**config.mk**
```make
export PLATFORM = sky130hd
export DESIGN_NAME = tabla_sweep
export DESIGN_NICKNAME = d
export VERILOG_FILES = /design/src/rtl/tabla_sweep.sv
export SDC_FILE = /design/constraint.sdc
export NUM_CORES = 1
export LEC_CHECK = 0
export CORE_UTILIZATION = 53
export CTS_CLUSTER_SIZE = 30
export DETAILED_ROUTE_END_ITERATION = 7
export DONT_BUFFER_PORTS = 1
export PLACE_DENSITY = 0.68
export RECOVER_POWER = 100
export SETUP_SLACK_MARGIN = 0.4
export SLEW_MARGIN = 20
export SYNTH_ARGS = -nofsm -noshare
export SYNTH_HDL_FRONTEND = slang
export SYNTH_SLANG_ARGS = --single-unit
```
**constraint.sdc**
```tcl
create_clock -name clk -period 2.1 [get_ports clk]
set_clock_uncertainty 0.05 [all_clocks]
set_input_delay 0.525 -clock clk [delete_from_list [all_inputs] [get_ports clk]]
set_output_delay 0.525 -clock clk [all_outputs]
set_load 0.05 [all_outputs]
```
**src/rtl/tabla_sweep.sv**
```systemverilog
// tabla_sweep: steps the 3-bit select code 0..7 into the Table 1 / Table 2
// implementations. For each code it waits SETTLE cycles and then samples all
// six table outputs. It builds one 8-bit column signature per table, flags
// codes where the 2:1, 4:1 and 8:1 implementations disagree, and reports a
// pass/fail verdict against the expected columns.
module tabla_sweep #(
  parameter int         SETTLE = 1,      // settle cycles per code, 1..15
  parameter logic [7:0] EXP1   = 8'h96,  // expected Table 1 column
  parameter logic [7:0] EXP2   = 8'h71   // expected Table 2 column
) (
  input  logic       clk,
  input  logic       rst,
  input  logic       start,
  output logic [2:0] sel,
  input  logic [2:0] t1,
  input  logic [2:0] t2,
  output logic       busy,
  output logic       done,
  output logic [7:0] sig1,
  output logic [7:0] sig2,
  output logic [7:0] mismatch,
  output logic       pass
);

  typedef enum logic [1:0] {
    st_idle,
    st_settle,
    st_sample,
    st_finish
  } state_t;

  // The last settle count before the code is sampled.
  localparam logic [3:0] settle_last = 4'(SETTLE - 1);

  state_t     state, state_nx;
  logic [3:0] cnt;

  // Column values after the current code's sample has been written in.
  // pass is computed from these so that it includes the code-7 sample.
  logic [7:0] sig1_nx, sig2_nx, mismatch_nx;
  logic       code_bad;

  // State register.
  // NOTE: sequential state uses non-blocking assignments so every register
  // samples pre-edge values regardless of process ordering.
  always_ff @(posedge clk or posedge rst) begin
    if (rst) state <= st_idle;
    else     state <= state_nx;
  end

  // Next-state decode.
  // NOTE: every always_comb output gets a default first, so no path can
  // leave it unassigned and infer a latch.
  always_comb begin
    state_nx = state;
    unique case (state)
      st_idle:   if (start) state_nx = st_settle;
      st_settle: if (cnt == settle_last) state_nx = st_sample;
      st_sample: state_nx = (sel == 3'd7) ? st_finish : st_settle;
      st_finish: state_nx = st_idle;
      default:   state_nx = st_idle;
    endcase
  end

  // Merge the current code's sample into the running columns.
  always_comb begin
    code_bad      = ((t1 != 3'b000) && (t1 != 3'b111)) ||
                    ((t2 != 3'b000) && (t2 != 3'b111));
    sig1_nx       = sig1;
    sig2_nx       = sig2;
    mismatch_nx   = mismatch;
    sig1_nx[sel]  = t1[2];
    sig2_nx[sel]  = t2[2];
    mismatch_nx[sel] = code_bad;
  end

  // Select code, settle counter and result registers.
  always_ff @(posedge clk or posedge rst) begin
    if (rst) begin
      sel      <= 3'd0;
      cnt      <= 4'd0;
      sig1     <= 8'h00;
      sig2     <= 8'h00;
      mismatch <= 8'h00;
      pass     <= 1'b0;
    end else begin
      unique case (state)
        st_idle: begin
          if (start) begin
            sel      <= 3'd0;
            cnt      <= 4'd0;
            sig1     <= 8'h00;
            sig2     <= 8'h00;
            mismatch <= 8'h00;
            pass     <= 1'b0;
          end
        end
        st_settle: begin
          if (cnt != settle_last) cnt <= cnt + 4'd1;
        end
        st_sample: begin
          sig1     <= sig1_nx;
          sig2     <= sig2_nx;
          mismatch <= mismatch_nx;
          if (sel == 3'd7) begin
            // Last code: sel parks at 7 and the verdict is registered.
            pass <= (mismatch_nx == 8'h00) && (sig1_nx == EXP1) &&
                    (sig2_nx == EXP2);
          end else begin
            sel <= sel + 3'd1;
            cnt <= 4'd0;
          end
        end
        st_finish: ;
        default: ;
      endcase
    end
  end

  // Status outputs decode directly from the state register.
  assign busy = (state == st_settle) || (state == st_sample);
  assign done = (state == st_finish);

endmodule

```
Word level (Yosys, flattened, before mapping)
Index checks and enable logic that the tools add are counted.
{"block": "classes", "n_addsub": 2, "n_mux": 23, "order_cmp": 2, "n_reduce_logical": 20, "n_eq_ne": 13}
{"op": "$pmux W8 S2", "count": 3}
{"op": "$bwmux W8", "count": 3}
{"op": "$mux W4", "count": 3}
{"op": "$pmux W4 S3", "count": 1}
{"op": "$ne A2 B2 Y1 const B", "count": 5}
{"op": "$reduce_bool A3 Y1", "count": 3}
{"op": "$eq A8 B7 Y1 const B", "count": 1}
{"op": "$eq A8 B8 Y1 const B", "count": 1}
{"op": "$logic_not A8 Y1", "count": 1}
{"op": "$mux W8", "count": 1}
{"op": "$pmux W2 S4", "count": 1}
{"op": "$mux W2", "count": 3}
{"op": "$mux W3", "count": 2}
{"op": "$ne A3 B3 Y1 const B", "count": 2}
{"op": "$pmux W3 S2", "count": 1}
{"op": "$reduce_and A3 Y1", "count": 2}
{"op": "$logic_and A1 B1 Y1", "count": 5}
{"op": "$add A4 B1 Y4 const B", "count": 1}
{"op": "$eq A2 B2 Y1 const B", "count": 2}
{"op": "$logic_not A4 Y1", "count": 1}
{"op": "$lt A3 B4 Y1 const B", "count": 1}
{"op": "$reduce_and A2 Y1", "count": 2}
{"op": "$reduce_and A4 Y1", "count": 1}
{"op": "$reduce_bool A4 Y1", "count": 1}
{"op": "10 further kinds", "count": 13}
{"block": "word_totals", "input_bits": 9, "output_inout_bits": 30, "regBits": 34}

Longest topological paths before layout
{"block": "depth", "depth_word": 10, "mapped_depth": 8}

Least setup slack after synthesis
Ideal clock, no wire load.
{"block": "synth_path", "path_type": "register to register", "startpoint": "reg sel[0]", "endpoint": "reg pass", "period_less_slack_ps": 2069, "arrival_time_ps": 1924, "stages_incl_launch_ff": 8, "slack_ps": 31, "n_path_buf": 1, "setup_ps": 95, "path_cell_list": "dfrtp_1 -> ha_1 -> ha_1 -> clkbuf_1 -> o2111ai_1 -> a211oi_1 -> o2111ai_1 -> o31ai_1"}
{"block": "synth_between", "elab_chain_cells": 10, "word_cells_on_any_way": 18, "cone_classes": "order compare: 2; eq/ne: 4; mux: 7; reduce/logical: 5"}
{"element": "start: declaration", "line_no": "14", "rtl": "output logic [2:0] sel,"}
{"element": "start signal: assignment", "line_no": "110", "rtl": "sel <= sel + 3'd1;"}
{"element": "$lt A3 B4 Y1 (implied by the code) / $ge A3 B1 Y1 (equally long branches)", "line_no": "72, 73, 74"}
{"element": "$logic_and A1 B1 Y1 (implied by the code)", "line_no": "72, 73, 74"}
{"element": "$mux W1 (implied by the code)", "line_no": "72, 73, 74"}
{"element": "$demux W1 S3", "line_no": "72, 73, 74"}
{"element": "$bwmux W8, on equally long branches", "line_no": "72, 74"}
{"element": "$eq A8 B8 Y1 / $logic_not A8 Y1 (equally long branches)", "line_no": "107", "rtl": "pass <= (mismatch_nx == 8'h00) && (sig1_nx == EXP1) &&"}
{"element": "$logic_and A1 B1 Y1 (2 in a row)", "line_no": "107"}
{"element": "$mux W1", "line_no": "105", "rtl": "if (sel == 3'd7) begin"}
{"element": "$pmux W1 S2", "line_no": "87", "rtl": "unique case (state)"}
{"element": "end signal: assignment", "line_no": "107"}
{"element": "end: declaration", "line_no": "22", "rtl": "output logic pass"}
Parallel ways exist; a longest one is shown, timed or not. The select of a mux whose other input is x is not followed.
A chain may end at the register's enable or synchronous reset.

Worst setup path after layout
Same ends and word-level chain as after synthesis.

==> results list <==
* Final global-route overflow total: 0
* Leak Pwr: between 1 and 1.5 nW
- The filler cells instantiated in the layout total around 330.
- Maximum buffer depth of the clock tree: 2
* IR drop worst, VDD: between 1000 and 1500 µV
- The first global-routing pass estimated around 11 mm of wire.
* Floorplan core area: 0.00412 mm²
- Of all nets on the critical path, the largest fanout is 5.
* Number of global-route vias before repair: roughly 2200
* End of the worst register-to-register path: pass
- Count of yosys warnings during synthesis: 0
- After routing the design area is between 0.002 and 0.003 mm².
- STA puts the critical path data required time at between 2 and 2.5 ns.
* Number of nets in the synthesized netlist: between 200 and 300
- TritonCTS built the clock tree.
* Layout Utilization: between 70% and 80%
- In this run the number of H-tree levels came out at 2.
* Clock latency on the worst-skew pair: between 0.2 and 0.3 ns
* Ant diodes: 0
- # Max-Cap Violations: 0
- Synthesized netlist cell count: ~280
- DRC: 0
- Setup repair after global routing could not meet its margin everywhere.
* Hold violation total from the final report: 0
- The congestion estimate from routability-driven global placement came to between 0.9 and 1.
* Area growth, synth to finish: 24.2%
- Ratio of total power to cell area: 1490 mW/mm²
* Kind of critical path: reg2reg
* Worst slew margin relative to its limit: 47.2%
- Final HPWL DP: ~4.5 mm
- Fin crit period: 1.90 ns
- Clock-pin slew was measured on the worst setup and hold paths at roughly 0.070 ns.
* Die boundary height: 68.2 µm
* TritonCTS Buffers: 5
- STA classifies the critical path endpoint as a flip-flop.
- STA classifies the critical path startpoint as a flip-flop.
- Initial detailed-routing violation count: 263
- Cell type contributing the most total cell area after synthesis: sky130_fd_sc_hd__dfrtp_1
* Asr flop ratio synth: 100%
- Max Transition Viols Final: 0
- Static timing analysis puts the maximum clock frequency at roughly 530 MHz.
- Average wire per cell in the routed design: 19.6 µm
- At the pin with the least slew margin, the transition time is roughly 0.79 ns.
* Avg Synthesized Cell Area: between 8 and 9 µm²
- Yosys cell types: 47
* Register-to-Register Setup Slack: approximately 0.2 ns
* Flip-flop and latch count after synthesis: 34
* Wire length on met1: ~3 mm
- Dividing the detail-routed via count by the number of cells gives about 6.6.
- Count of flip-flops with a built-in enable after synthesis: 0
* Total power of the final layout: approximately 4.3 mW
- Overall die area: 0.00465 mm²
- 39 I/O pins were placed.
- Iteration count of the initial detailed-routing pass: 5
* Largest net degree at the start of global routing: 18
- For this run, the register share of the synthesized area comes to a little over a third.
- In this run the cell area measured after placement is ~0.0025 mm².
* Routed Antenna Nets: 0
- Count of input and output buffers: 0
- The min-delay analysis places its worst path in the category in2async.
- The die is approximately 68 µm wide.
- Final nets: around 330
- CTS placed an instance of sky130_fd_sc_hd__clkbuf_8 at the clock tree root.
- Biggest area contributors in the synthesized netlist: sky130_fd_sc_hd__dfrtp_1 37%, sky130_fd_sc_hd__o21ai_0 8.2%, sky130_fd_sc_hd__ha_1 5.4%
- Status: finished, final reports clean
- Detailed-route wire length: ~7.1 mm
- Fraction of layout instances using a drive strength above 1: 23.2%
- For the final routed database, the setup TNS stands at 0 ns.
- Most common flop cell mapped by yosys: sky130_fd_sc_hd__dfrtp_1
- After synthesis, the largest area contributor takes up a little over a third of total cell area.
- The routed design uses ~3.2 mm of met2 wire.
* Top Metal Used: met4
- The floorplan has 23 rows.
- Met3 WL post-DR: 683 µm
* Number of cell instances on the worst register-to-register path: 6
- Antenna violations before repair: 0
- GR Util All Layers: around 32%
- The final route contains 2375 vias.
- The clock net in this run drives a total of 34 sinks.
- Startpoint of the lowest-slack register-to-register path: sel[0]
- Share of the clock period used by the worst path after layout: 90.6%
* CP Data Arrival Time: a little over 2 ns
- Summed instance area of the synthesized netlist: 0.00232 mm²
- Setup violations remaining at the end of the flow were counted as 0.
- Initial core utilization: between 50% and 60%
power breakdown:
group,switching [mW],internal (mW)
clock,0.243,0.265
sequential,0.382,0.820
combinational,1.61,0.995
worst max-delay path, cell delays in order (launching register included):
cell and delay, ns:
sky130_fd_sc_hd__dfrtp_4 0.52, sky130_fd_sc_hd__clkbuf_1 0.22, sky130_fd_sc_hd__and2b_2 0.30, sky130_fd_sc_hd__a32oi_1 0.11
sky130_fd_sc_hd__a31oi_1 0.21, sky130_fd_sc_hd__o2111ai_1 0.16, sky130_fd_sc_hd__o31ai_1 0.25
kinds of logic after synthesis:
kind of cell	after synthesis	share of synthesized area, %
buf+inv	34	6.68
xor+xnor	1	0.377
fa+ha+maj	11	5.82
mux	3	1.29
flops	34	36.6
compound gates	104	29.3
simple gates	88	19.9
through the flow:
step | setup WS [ns] | hold slack (ns) | cells
finish | 0.196 | 0.179 | 361
global route | 0.141 | 0.221 | 361
CTS | 0.350 | 0.188 | 355
detailed placement | 0.172 | 0.496 | 331
global placement | 0.224 | 0.481 | 331
floorplan | 0.328 | 0.466 | 275
metal layers:
layer	up-vias	GRT usage (%)
met3	14	5.67
met1	1126	45.2
met5	-	0
li1	1086	-
met4	0	13.3
met2	149	48.7
registers in the layout (all words and copies together), names as in the netlist:
register  cells
state         2
sel           3
mismatch      8
pass          1
sig2          8
sig1          8
cnt           4
final cells by class:
cell class	instances	area (µm²)	share of cell area [%]
Multi-Input combinational cell	207	1440	50.0
Inverter	11	46.3	1.60
Clock inverter	1	5.00	0.173
Clock buffer	7	86.3	2.99
Timing Repair Buffer	51	382	13.2
Tap cell	50	62.6	2.17
Sequential cell	34	860	29.8
synth_stat cells, drive strengths merged, types with 3 or more instances:
library cell,number
nor2b,5
nand3b,5
buf,7
nor2,11
nor3b,3
o221ai,7
nand2b,8
nand3,8
dfrtp,34
o21ai,38
clkbuf,16
nor3,6
nand2,31
a22oi,6
ha,10
inv,11
a22o,14
o22ai,3
a21oi,14
o2111ai,3
mux2i,3
a31oi,6
and3,4
layout by cell type (no fill, tap or decap), drive strengths merged, types with 2 or more instances in the layout:
master   count
ha          10
o221ai       7
nor3b        3
nand2       31
inv         11
nor3         6
dfrtp       34
a21o         2
nand3b       5
or3          2
and3         4
nor2        11
o211ai       2
nor2b        5
a211oi       2
a21oi       14
clkbuf      25
buf         33
a22o        14
mux2i        3
nand3        8
o21ai       38
a22oi        6
o22ai        3
and2b        2
nand2b       8
a31oi        6
o2111ai      3
worst max path at each step:
stage | slack, ns | to | startpoint | cells past startpoint
after global placement | 0.22 | pass | state[0] | 7
after detailed placement | 0.17 | pass | state[1] | 7
final | 0.20 | pass | sel[0] | 6
after global routing | 0.14 | pass | state[1] | 7
after CTS | 0.35 | pass | sel[0] | 6
after floorplan | 0.33 | pass | sel[2] | 6
repair_timing:
action | 4_1_cts | 5_1_grt
endpoints found under the setup margin | 37 | 29
hold buffers | 0 | 0
resized for setup | 30 | 36
pin swaps | 5 | 7
setup buffers | 16 | 6
hold endpoints to repair | 0 | 0
No activity file was read; power rests on OpenSTA's default activity.
